### src/rtl/uart_tx_frame_mux.sv
// UART transmit frame sequencer: one-word holding register, start/data/parity/stop
// framing, break generation and back-to-back frames, one bit per baud_tick.
module uart_tx_frame_mux #(
    parameter int DATA_WIDTH = 8,
    parameter bit MSB_FIRST  = 1'b0
) (
    input  logic                  clk,
    input  logic                  rst,
    input  logic                  baud_tick,
    input  logic [DATA_WIDTH-1:0] in_data,
    input  logic                  in_valid,
    output logic                  in_ready,
    input  logic                  par_en,
    input  logic                  par_odd,
    input  logic                  stop2,
    input  logic                  brk,
    output logic                  tx_out,
    output logic                  busy,
    output logic                  frame_done,
    output logic [2:0]            state_o
);

    typedef enum logic [2:0] {
        S_IDLE   = 3'd0,
        S_START  = 3'd1,
        S_DATA   = 3'd2,
        S_PARITY = 3'd3,
        S_STOP   = 3'd4,
        S_BREAK  = 3'd5
    } state_t;

    localparam logic [3:0] LAST_BIT = 4'(DATA_WIDTH - 1);

    state_t                  state_reg, state_next;
    logic                    tx_reg, tx_next;
    logic [3:0]              bit_cnt_reg, bit_cnt_next;
    logic                    stop_cnt_reg, stop_cnt_next;
    logic [DATA_WIDTH-1:0]   hold_reg;
    logic                    hold_full_reg;
    logic [DATA_WIDTH-1:0]   data_reg;
    logic                    par_en_reg, par_odd_reg, stop2_reg;
    logic                    start_frame;
    logic                    last_stop;

    // n-th transmitted data bit; shifting avoids an index wider than the word
    function automatic logic pick_bit(input logic [DATA_WIDTH-1:0] word, input logic [3:0] n);
        logic [DATA_WIDTH-1:0] shifted;
        shifted = word >> (MSB_FIRST ? (LAST_BIT - n) : n);
        return shifted[0];
    endfunction

    always_ff @(posedge clk or negedge rst) begin
        if (!rst) begin
            state_reg     <= S_IDLE;
            tx_reg        <= 1'b1;
            bit_cnt_reg   <= '0;
            stop_cnt_reg  <= 1'b0;
            hold_reg      <= '0;
            hold_full_reg <= 1'b0;
            data_reg      <= '0;
            par_en_reg    <= 1'b0;
            par_odd_reg   <= 1'b0;
            stop2_reg     <= 1'b0;
        end else begin
            state_reg    <= state_next;
            tx_reg       <= tx_next;
            bit_cnt_reg  <= bit_cnt_next;
            stop_cnt_reg <= stop_cnt_next;
            if (in_valid && !hold_full_reg) begin
                hold_reg      <= in_data;
                hold_full_reg <= 1'b1;
            end else if (start_frame) begin
                hold_full_reg <= 1'b0;
            end
            // Frame configuration is frozen for the whole frame
            if (start_frame) begin
                data_reg    <= hold_reg;
                par_en_reg  <= par_en;
                par_odd_reg <= par_odd;
                stop2_reg   <= stop2;
            end
        end
    end

    always_comb begin
        state_next    = state_reg;
        tx_next       = tx_reg;
        bit_cnt_next  = bit_cnt_reg;
        stop_cnt_next = stop_cnt_reg;
        start_frame   = 1'b0;
        last_stop     = 1'b0;
        if (baud_tick) begin
            case (state_reg)
                S_IDLE: begin
                    if (brk) begin
                        state_next = S_BREAK;
                        tx_next    = 1'b0;
                    end else if (hold_full_reg) begin
                        start_frame = 1'b1;
                        state_next  = S_START;
                        tx_next     = 1'b0;
                    end else begin
                        tx_next = 1'b1;
                    end
                end
                S_START: begin
                    state_next   = S_DATA;
                    tx_next      = pick_bit(data_reg, 4'd0);
                    bit_cnt_next = '0;
                end
                S_DATA: begin
                    if (bit_cnt_reg < LAST_BIT) begin
                        bit_cnt_next = bit_cnt_reg + 4'd1;
                        tx_next      = pick_bit(data_reg, bit_cnt_reg + 4'd1);
                    end else if (par_en_reg) begin
                        state_next = S_PARITY;
                        tx_next    = (^data_reg) ^ par_odd_reg;
                    end else begin
                        state_next    = S_STOP;
                        tx_next       = 1'b1;
                        stop_cnt_next = 1'b0;
                    end
                end
                S_PARITY: begin
                    state_next    = S_STOP;
                    tx_next       = 1'b1;
                    stop_cnt_next = 1'b0;
                end
                S_STOP: begin
                    if (stop2_reg && !stop_cnt_reg) begin
                        stop_cnt_next = 1'b1;
                    end else begin
                        last_stop = 1'b1;
                        // Pending word wins over idle, but a break request wins over both
                        if (hold_full_reg && !brk) begin
                            start_frame = 1'b1;
                            state_next  = S_START;
                            tx_next     = 1'b0;
                        end else if (brk) begin
                            state_next = S_BREAK;
                            tx_next    = 1'b0;
                        end else begin
                            state_next = S_IDLE;
                            tx_next    = 1'b1;
                        end
                    end
                end
                S_BREAK: begin
                    if (!brk) begin
                        state_next = S_IDLE;
                        tx_next    = 1'b1;
                    end else begin
                        tx_next = 1'b0;
                    end
                end
                default: begin
                    state_next = S_IDLE;
                    tx_next    = 1'b1;
                end
            endcase
        end
    end

    always_comb begin
        tx_out     = tx_reg;
        in_ready   = !hold_full_reg;
        busy       = (state_reg != S_IDLE);
        frame_done = last_stop;
        state_o    = state_reg;
    end

endmodule

### config.mk
export PLATFORM = sky130hd
export DESIGN_NAME = uart_tx_frame_mux
export DESIGN_NICKNAME = d
export VERILOG_FILES = /design/src/rtl/uart_tx_frame_mux.sv
export SDC_FILE = /design/constraint.sdc
export NUM_CORES = 1
export LEC_CHECK = 0
export BUFFER_PORTS_ARGS = -buffer_cell sky130_fd_sc_hd__buf_4
export CAP_MARGIN = 20
export CORE_AREA = 2 2 54 56
export DETAILED_ROUTE_END_ITERATION = 6
export DIE_AREA = 0 0 56 58
export PLACE_DENSITY = 0.91
export SYNTH_ARGS = -nofsm -noshare
export SYNTH_HDL_FRONTEND = slang
export SYNTH_SLANG_ARGS = --single-unit
### constraint.sdc
create_clock -name clk -period 5.14 [get_ports clk]
set_clock_uncertainty 0.05 [all_clocks]
set_input_delay 0 -clock clk [delete_from_list [all_inputs] [get_ports clk]]
set_output_delay 0 -clock clk [all_outputs]
set_load 0.05 [all_outputs]
==> reports/results.tsv, run 1 <==
stage	metric	value	unit
logic_synthesis	syn_area_per_cell	11.5	um2
timing	holdWs	0.0193	ns
logic_synthesis	synthArstFlopShare	100	%
setup_path	end_kind	flip-flop	
grt	grt_pass1_vias	1116	
setup_path	required	5.31	ns
cts	clock_path_buffers	2	
timing	layout_min_cycle_time	2.07	ns
logic_synthesis	synth-simple-area-share	12.9	%
hold_path	hold_path_class	in -> reg	
timing	drv_slew	0	
logic_synthesis	ys.flop_type	dfrtp_1	
finish	n_antenna_cell	0	
power_and_ir_drop	switching_share	39.7	%
finish	register_area	727	um2
finish	fin_util	70.0	%
logic_synthesis	synth-edff-count	0	
routing	first_pass_iters	4	
job	cap_violations	0	
power_and_ir_drop	p_per_area	603	mW/mm2
logic_synthesis	yosysSeqAreaShare	48.5	%
cts	ctsResizeCount	0	
routing	first_iter_violations	59	
placed_design	io_buffers	22	
floorplan	die_w	56	um
placed_design	dp_hpwl	2.01	mm
routing	antenna_left	0	
power_and_ir_drop	p_int	0.678	mW
grt	grt_start_max_net_pins	30	
timing	setup_ws	3.07	ns
finish	multi_input_area	729	um2
routing	wire_per_inst	14.6	um
cts	post-cts-setup-buffers	0	
logic_synthesis	ys_top_cells_by_count	28 x dfrtp_1, 20 x mux2_2, 10 x nor2_1	
power_and_ir_drop	p_switching	0.447	mW
floorplan	pin_count	23	
logic_synthesis	yosys_warnings	0	
timing	period_share	40.3	%
grt	overflow	0	
grt	antenna_found_initial	0	
logic_synthesis	syn-num-nets	147	
timing	setup_viol	0	
power_and_ir_drop	p_total	1.13	mW
logic_synthesis	muxShareOfSynthArea	18.0	%
power_and_ir_drop	pwr-share-comb	48.9	%
cts	clock-sinks	29	
power_and_ir_drop	peakVddDrop	0.424	mV
logic_synthesis	yosysTopAreaCell	dfrtp_1	
timing	rsz0062_at_grt	no	
routing	viasPerCell	5.73	
logic_synthesis	synth_cell_types	38	
placed_design	gp_congestion	0.792	
timing	fmax	483	MHz
logic_synthesis	synth_top_area_share	46.7	%
setup_path	cp-start-kind	flip-flop	
floorplan	initial_core_util	56.3	%
logic_synthesis	synth_seq_cells	29	
floorplan	core	0.00266	mm2
routing	route.vias.total	1145	
power_and_ir_drop	p_clk_share	11.6	%
finish	nets	185	
cts	clk_pin_slew	0.09	ns
logic_synthesis	synth_most_common_cell	dfrtp_1	
setup_path	critPathKind	reg -> reg	
logic_synthesis	synth_xor_area_share	5.59	%
grt	grt_pass1_wl	4.92	mm
timing	relSlewSlack	48.8	%
finish	final_layout_size_suffix_gt1_share	33.1	%
logic_synthesis	syn_area	0.00150	mm2
finish	area_delta_synth_final	24.4	%
logic_synthesis	synth_top_family_by_area	multiplexers	
routing	drc	0	
timing	hold_viol_final	0	
cts	insertion_delay	0.33	ns
timing	fin_setup_tns	0	ns
routing	drt_wl_total	2.91	mm
timing	worst_pin_slew	0.767	ns
cts	cts_buffers	5	
cts	cts_tree	built	
cts	htreeDepth	2	
power_and_ir_drop	p_leak	0.821	nW
grt	grtUsageTotal	19.8	%
logic_synthesis	synth_compound_area_share	11.4	%
placed_design	dp_slack	2.94	ns
cts	cts_hold_buf	13	
floorplan	row_count	19	
floorplan	die-area	0.00325	mm2
finish	n_fill_cell	198	
cts	clock-root-buffer	clkbuf_4	
status	status	completed	
logic_synthesis	synthAdderAreaFrac	0.835	%
setup_path	arrival	2.24	ns
floorplan	die_h	58	um
power_and_ir_drop	seqPwrFrac	39.5	%
logic_synthesis	synth_cells	130	
setup_path	path_max_fanout	15	
logic_synthesis	synthTopCellsByArea	dfrtp_1 47%, mux2_2 15%, xnor2_1 3.5%, a21oi_1 3.0%, mux4_2 3.0%	
[power by group through the flow]
| stage | registers (mW) | clock network (mW) | logic [mW] |
|---|---|---|---|
| 2_1_floorplan | 0.452 | 0 | 0.420 |
| 3_3_place_gp | 0.439 | 0 | 0.522 |
| 3_5_place_dp | 0.450 | 0 | 0.539 |
| 4_1_cts | 0.445 | 0.135 | 0.551 |
| 5_1_grt | 0.465 | 0.142 | 0.591 |
| 6_report | 0.444 | 0.130 | 0.551 |
[area by class of cell]
class	count	area share, %
flip-flops and latches	29	39.0
clock buffers	6	2.21
repair buffers	36	16.2
inverters	4	0.805
well taps	31	2.08
clock inverters	2	0.537
multi-input cells	92	39.1
[per-stage QoR]
stage	cell area [um2]	instances
floorplan	1500	130
global placement	1680	178
global route	1860	200
detailed placement	1680	178
finish	1860	200
CTS	1860	199
[layer usage]
metal  wire, um  track usage (%)  vias up
li1           -                -      544
met1       1210             23.9      541
met2       1460             33.6       52
met3        178             4.24        8
met4         56             10.5        0
met5          0                0        -
[final timing paths]
check / startpoint / cells past startpoint / slack (ns) / end
worst max register to register: state_o[0] / 5 / 3.07 / state_o[1]
worst min register to register: hold_reg[7] / 1 / 0.46 / hold_reg[7]
worst max-delay path: state_o[0] / 5 / 3.07 / state_o[1]
max in group asynchronous: rst / 2 / 4.66 / tx_out
min in group asynchronous: rst / 2 / 0.07 / state_o[0]
worst min-delay path: baud_tick / 4 / 0.02 / tx_out
[layout by cell type, fill, tap and decap left out, drive strengths merged]
| cell type | count |
|---|---|
| buf | 23 |
| o2111ai | 1 |
| a211o | 1 |
| xnor2 | 6 |
| dfrtp | 28 |
| nand2b | 2 |
| xnor3 | 1 |
| nor3b | 4 |
| a221o | 1 |
| nand4 | 1 |
| clkinv | 2 |
| a31oi | 2 |
| dfstp | 1 |
| o31ai | 1 |
| xor2 | 1 |
| clkbuf | 6 |
| dlygate4sd3 | 13 |
| mux4 | 2 |
| a21o | 1 |
| o311a | 1 |
| mux2 | 20 |
| or3b | 1 |
| nand3 | 2 |
| or3 | 1 |
| a211oi | 1 |
| nor2 | 10 |
| or4 | 1 |
| and3 | 1 |
| o21ai | 7 |
| inv | 4 |
| a21oi | 9 |
| nand2 | 3 |
| a2bb2oi | 1 |
| nor2b | 7 |
| a21boi | 1 |
| ha | 1 |
| and2b | 1 |
[cell families after synthesis]
family / Yosys count
AND/OR/NAND/NOR: 34
AO/OA/AOI/OAI: 27
XOR/XNOR: 8
multiplexers: 22
flip-flops: 29
buffers and inverters: 9
adder cells (fa/ha/maj): 1
[worst max-delay path, stage by stage (launching register included)]
cell     delay (ns)
dfrtp_1        0.53
or3b_2         0.58
o21ai_1        0.25
a211o_2        0.21
nor3b_2        0.07
a221o_1        0.27
No activity file was read; power rests on OpenSTA's default activity.
==> run 2: changes to the inputs <==
ABC_AREA = 1   (was not set)
CORE_AREA = 2 2 61 63   (was 2 2 54 56)
DIE_AREA = 0 0 63 65   (was 0 0 56 58)
PLACE_DENSITY = 0.85   (was 0.91)
clock period = 1.8 ns   (was 5.14 ns; I/O delays follow)
==> run 2 against run 1 <==
Total power grew to 3.1 times the previous value. Die area grew 26%. Synthesized cell count rose by 62%. Worst setup slack got worse by 2.9 ns. Non-clock buffer count rose by 3. Global-route usage increased by 0.25 points. Flip-flop and latch count unchanged. Clock power rose to 3.9 times the previous value. Register-to-register slack got worse by 2.9 ns. Critical endpoint is now data_reg[0].
==> reports/results.tsv, run 2 <==
stage	metric	value	unit	change
status	status	completed		
grt	grt_pass1_wl	6.32	mm	+28%
logic_synthesis	ys_top_cells_by_count	61 x nand2_1, 28 x dfrtp_1, 21 x inv_1		
logic_synthesis	synth_seq_cells	29		unchanged
setup_path	required	2.01	ns	-3.30 ns
setup_path	cp-start-kind	flip-flop		
grt	grt_util_met1	23.0	%	-0.89 points
grt	met3_usage	4.51	%	+0.27 points
routing	drt_wl_total	3.63	mm	+25%
logic_synthesis	syn-num-nets	227		+54%
setup_path	r2r_end	data_reg[0]		
floorplan	initial_core_util	48.3	%	-8.0 points
logic_synthesis	synth_cell_types	31		-18%
logic_synthesis	ys.flop_type	dfrtp_1		
finish	layout_commonest_cell	nand2_1		
placed_design	io_buffers	22		unchanged
timing	setup_viol	0		unchanged
cts	cts_tree	built		
floorplan	row_count	22		+3
cts	clock-sinks	29		unchanged
finish	nets	270		+46%
logic_synthesis	yosys_warnings	0		unchanged
hold_path	hold_path_class	in -> async		
floorplan	die_w	63	um	+13%
grt	grt_pass1_vias	1443		+29%
cts	clock-root-buffer	clkbuf_4		
cts	clock_path_buffers	2		unchanged
grt	grt.busiest_layer	met2		
setup_path	slowest_delay	0.45	ns	-0.13 ns
setup_path	reg2reg_depth	10		+5
logic_synthesis	yosysSeqAreaShare	43.0	%	-5.5 points
power_and_ir_drop	peakVddDrop	1.13	mV	+170%
timing	hold_viol_final	0		unchanged
floorplan	die-area	0.00410	mm2	+26%
placed_design	dp_slack	0.174	ns	-2.77 ns
timing	fin_setup_tns	0	ns	unchanged
logic_synthesis	syn_area	0.00169	mm2	+13%
cts	post-cts-setup-buffers	0		unchanged
logic_synthesis	yosysTopAreaCell	dfrtp_1		
timing	worst_pin_slew	0.407	ns	-0.360 ns
cts	clk_pin_slew	0.09	ns	about the same
setup_path	r2r_start	state_o[0]		
finish	final_cell_mix	60 x nand2_1, 27 x dfrtp_1, 24 x buf_4		
routing	antenna_left	0		unchanged
timing	layout_min_cycle_time	1.64	ns	-0.426 ns
finish	n_antenna_cell	0		unchanged
cts	insertion_delay	0.33	ns	about the same
routing	wire_per_inst	12.1	um	-17%
routing	drc	0		unchanged
setup_path	cpMostUsedCell	nand2_2		
grt	gr-usage-met2	35.8	%	+2.2 points
power_and_ir_drop	p_leak	1.05	nW	+27%
finish	area_delta_synth_final	26.8	%	
job	cap_violations	0		unchanged
floorplan	pin_count	23		unchanged
grt	antenna_found_initial	0		unchanged
logic_synthesis	synth_cells	210		+62%
routing	route.vias.total	1549		+35%
setup_path	end_kind	flip-flop		
placed_design	gp_congestion	0.852		+7.5%
setup_path	reg2reg_setup_slack	0.16	ns	-2.91 ns
routing	viasPerCell	5.15		-10%
timing	rsz0062_at_grt	no		
grt	overflow	0		unchanged
logic_synthesis	synthArstFlopShare	100	%	unchanged
setup_path	crit_chain	nor2_2, inv_4, nor2_2, o21ai_2, nand2_2, nand2_2, clkinv_2, buf_12, nand2_2, o21ai_2		
setup_path	path_max_fanout	15		unchanged
timing	fmax	608	MHz	+26%
setup_path	crit_slowest_cell	dfrtp_1		
grt	grtUsageTotal	20.1	%	+0.25 points
routing	first_iter_violations	46		-22%
timing	drv_slew	0		unchanged
power_and_ir_drop	p_per_area	1640	mW/mm2	+170%
logic_synthesis	syn_area_per_cell	8.04	um2	-30%
routing	first_pass_iters	4		unchanged
timing	relSlewSlack	72.8	%	+24 points
logic_synthesis	synth_top_area_share	41.5	%	-5.3 points
placed_design	dp_hpwl	2.55	mm	+27%
logic_synthesis	synth_most_common_cell	nand2_1		
cts	cts_buffers	5		unchanged
setup_path	arrival	1.86	ns	-0.38 ns
logic_synthesis	synth-edff-count	0		unchanged
grt	grt_start_max_net_pins	30		unchanged
timing	setup_ws	0.156	ns	-2.91 ns
cts	htreeDepth	2		unchanged
logic_synthesis	synthTopCellsByArea	dfrtp_1 41%, nand2_1 14%, o21ai_2 6.2%, inv_1 4.7%, mux2_2 4.7%		
floorplan	die_h	65	um	+12%
setup_path	critPathKind	reg -> reg		
finish	final_layout_size_suffix_gt1_share	32.0	%	-1.1 points
timing	period_share	91.3	%	+51 points
floorplan	core	0.00350	mm2	+31%
[run 2: cell count changes after synthesis, moves of 6 or more]
cell	before	now
nand3_1	2	11
o21ai_2	0	12
nand2_2	0	12
nor2b_1	7	0
nand2_1	3	61
mux2_2	20	7
o21ai_1	1	7
inv_1	4	21
[run 2: worst max-delay path by stage]
stage,startpoint,endpoint,depth (start not counted)
6_report,state_o[0],data_reg[0],10
5_1_grt,state_o[0],data_reg[0],10
4_1_cts,state_o[0],data_reg[0],8
3_5_place_dp,state_o[0],data_reg[0],8
3_3_place_gp,state_o[0],data_reg[0],7
2_1_floorplan,state_o[0],hold_full_reg,7
[run 2: kinds of logic after synthesis]
logic type               Yosys count  synth area share, %
AO/OA/AOI/OAI                     34                 13.3
XOR/XNOR                           3                 1.56
adder cells (fa/ha/maj)            1                0.741
buffers and inverters             30                 8.37
flip-flops                        29                 43.0
multiplexers                       7                 4.67
AND/OR/NAND/NOR                  106                 28.3
[run 2: routing by layer]
| metal | part of all wire [%] | wire length (um) | up-vias |
|---|---|---|---|
| met5 | 0 | 0 | - |
| met4 | 1.7 | 62 | 0 |
| met3 | 4.8 | 173 | 8 |
| met2 | 52 | 1890 | 48 |
| met1 | 41 | 1510 | 731 |
| li1 | - | - | 762 |
[run 2: layout make-up]
type                    count  area [um2]
inverters                  27         105
repair buffers             39         340
clock inverters             2        35.0
clock buffers               5        37.5
flip-flops and latches     29         728
multi-input cells         151         836
fillers                   278        1350
well taps                  48        60.1
[run 2: worst max-delay path: cells and delay by family, from the launching register on]
kind | cells | cell delay (ns)
AO/OA/AOI/OAI | 2 | 0.15
buffers and inverters | 3 | 0.40
flip-flops | 1 | 0.45
AND/OR/NAND/NOR | 5 | 0.55
[run 2: power by group]
part	leakage (nW)	internal, mW	total, mW	switching (mW)
Combinational	0.652	0.675	1.85	1.17
Clock	0.0410	0.283	0.510	0.227
Sequential	0.353	0.945	1.17	0.220
[run 2: metrics by stage]
stage,utilization [%],power [mW],cell area [um2],cells,hold WS [ns]
floorplan,-,2.54,1700,210,-0.346
global placement,54.9,2.92,1920,280,-0.107
detailed placement,54.9,2.98,1920,280,-0.106
finish,61.3,3.52,2140,301,0.0684
CTS,61.0,3.53,2130,301,0.0687
global route,61.3,3.82,2140,301,0.0988
[run 2: what timing repair did]
action | CTS | global route
resized for setup | 0 | 2
setup endpoints to repair | 0 | 10
hold buffers | 14 | 0
hold endpoints to repair | 43 | 0
==> run 3: changes to the inputs <==
ABC_AREA = not set   (was 1)
CORE_AREA = 2 2 58 60   (was 2 2 61 63)
DIE_AREA = 0 0 60 62   (was 0 0 63 65)
==> run 3 against run 2 <==
First-iteration DRC count down 20%. Design area down 5.6%. Core utilization up 2.3 points. Final cell count down 24%. Non-clock buffer count up 11. Clock-buffer cell count up 3. Critical path depth down 5. Worst setup slack worse by 0.086 ns. Hold slack worse by 0.046 ns. Combinational power about the same. Via count down 21%.
==> reports/results.tsv, run 3 (same netlist as run 1, synthesis figures left out) <==
stage	metric	value	unit	change
routing	antenna_left	0		unchanged
timing	setup_ws	0.0699	ns	-0.0864 ns
timing	fmax	578	MHz	-5.0%
cts	clock_path_buffers	2		unchanged
hold_path	hold_path_class	in -> reg		
finish	nets	199		-26%
status	status	completed		
cts	htreeDepth	2		unchanged
routing	viasPerCell	5.31		+3.3%
floorplan	die-area	0.00372	mm2	-9.2%
placed_design	dp_hpwl	2.41	mm	-5.5%
routing	first_pass_iters	4		unchanged
finish	final_cell_mix	37 x buf_4, 24 x dfrtp_1, 19 x mux2_2		
setup_path	end_kind	flip-flop		
finish	n_fill_cell	254		-8.6%
grt	grt_pass1_wl	5.62	mm	-11%
grt	gr-usage-met2	39.0	%	+3.2 points
power_and_ir_drop	peakVddDrop	0.921	mV	-18%
timing	worst_pin_slew	0.365	ns	-0.0423 ns
routing	drc	0		unchanged
hold_path	hold_depth	4		
timing	drv_slew	0		unchanged
finish	area_delta_synth_final	34.9	%	
setup_path	arrival	1.88	ns	+0.02 ns
setup_path	reg2reg_setup_slack	0.07	ns	-0.09 ns
cts	clk_pin_slew	0.10	ns	about the same
grt	grt.busiest_layer	met2		
floorplan	die_h	62	um	-4.6%
timing	layout_min_cycle_time	1.73	ns	+0.0864 ns
cts	clock-sinks	29		unchanged
finish	stdcell_count	229		-24%
floorplan	row_count	21		-4.5%
power_and_ir_drop	seqPwrFrac	34.7	%	+1.6 points
routing	first_iter_violations	37		-20%
timing	rsz0062_at_grt	yes		
placed_design	dp.cells	206		-26%
power_and_ir_drop	p_clk_share	11.6	%	-2.9 points
grt	overflow	0		unchanged
power_and_ir_drop	pwr-share-comb	53.7	%	+1.2 points
timing	hold_viol_final	0		unchanged
placed_design	io_buffers	22		unchanged
floorplan	die_w	60	um	-4.8%
finish	final_layout_size_suffix_gt1_share	42.1	%	+10 points
finish	layout_commonest_cell	buf_4		
routing	route.vias.total	1217		-21%
routing	drt_wl_total	3.26	mm	-10%
cts	clock-root-buffer	clkbuf_4		
timing	period_share	96.1	%	+4.8 points
timing	setup_viol	0		unchanged
hold_path	min-delay-start	baud_tick		
cts	insertion_delay	0.33	ns	about the same
grt	met3_usage	5.80	%	+1.3 points
setup_path	r2r_start	state_o[2]		
grt	grt_util_met1	22.9	%	-0.18 points
power_and_ir_drop	p_leak	0.895	nW	-14%
grt	grtUsageTotal	21.1	%	+0.98 points
floorplan	initial_core_util	47.1	%	-1.2 points
job	cap_violations	0		unchanged
power_and_ir_drop	p_per_area	1710	mW/mm2	+4.2%
power_and_ir_drop	p_switching	1.32	mW	-18%
setup_path	path_max_fanout	4		-11
setup_path	critPathKind	reg -> reg		
finish	n_antenna_cell	0		unchanged
cts	cts_tree	built		
grt	grt_pass1_vias	1250		-13%
floorplan	core	0.00318	mm2	-9.1%
setup_path	reg2reg_depth	5		-5
setup_path	required	1.95	ns	-0.06 ns
cts	cts_buffers	5		unchanged
setup_path	critPathLaunch	state_o[2]		
hold_path	holdPathEnd	stop_cnt_reg		
power_and_ir_drop	p_int	2.14	mW	+13%
setup_path	r2r_end	state_o[1]		
timing	relSlewSlack	75.7	%	+2.9 points
floorplan	pin_count	23		unchanged
grt	antenna_found_initial	0		unchanged
grt	grt_start_max_net_pins	30		unchanged
routing	wire_per_inst	14.2	um	+18%
placed_design	gp_congestion	0.827		-2.9%
placed_design	dp_slack	0.00843	ns	-0.165 ns
power_and_ir_drop	switching_share	38.2	%	-7.8 points
setup_path	cp-start-kind	flip-flop		
timing	holdWs	0.0222	ns	-0.0462 ns
run 3: changes by cell type in the layout (fill, tap and decap cells not counted), moves of 5 or more:
cell,change
nor2_2,-5
nor2b_1,+7
buf_4,+13
nand2_1,-57
mux2_2,+12
o21ai_1,-6
inv_1,-17
o21ai_2,-11
xnor2_1,+5
nand3_1,-9
nand2_2,-13
run 3: timing repair:
action                                  CTS  global route
endpoints found under the setup margin    2             6
buffers inserted                          1             1
pin swaps                                 2             3
hold endpoints to repair                 41             0
gates resized for setup                   1             5
hold buffers                             13             0
run 3: per-layer routing:
metal  vias up  wire, um
met5         -         0
met4         0        46
met3         4       115
met2        30      1760
met1       605      1330
li1        578         -
run 3: worst max-delay path by stage:
stage / endpoint / cells after the start
after detailed placement: stop_cnt_reg / 7
final: state_o[1] / 5
after floorplan: state_o[1] / 6
after global placement: state_o[1] / 5
after global routing: state_o[1] / 5
after CTS: frame_done / 4
run 3: worst max-delay path, cell delays in order, from the launching register on:
cell and delay [ns]:
dfrtp_2 0.43, or4_4 0.48, a21oi_2 0.15, a211o_2 0.16
nor3b_2 0.06, a221o_1 0.27
run 3: layout make-up:
class,instances,area [um2],share of cell area [%]
multi-input combinational,92,751,37.1
sequential,29,732,36.2
timing repair buffer,50,408,20.2
clock buffer,8,58.8,2.91
tap,46,57.6,2.85
inverter,4,15.0,0.743
run 3: power groups by stage:
stage	Clock [mW]	Combinational, mW	Sequential [mW]
after detailed placement	0	1.79	1.22
after global routing	0.443	2.01	1.25
after CTS	0.416	1.83	1.21
after global placement	0	1.72	1.19
final	0.401	1.86	1.20
after floorplan	0	1.22	1.30
run 3: through the flow:
stage	utilization, %	setup TNS [ns]	instance area [um2]	power (mW)
floorplan	-	-0.174	1510	2.52
global placement	56.7	0	1800	2.91
detailed placement	56.7	0	1800	3.01
CTS	63.0	0	2000	3.45
global route	63.6	-0.0245	2020	3.70
finish	63.6	0	2020	3.47
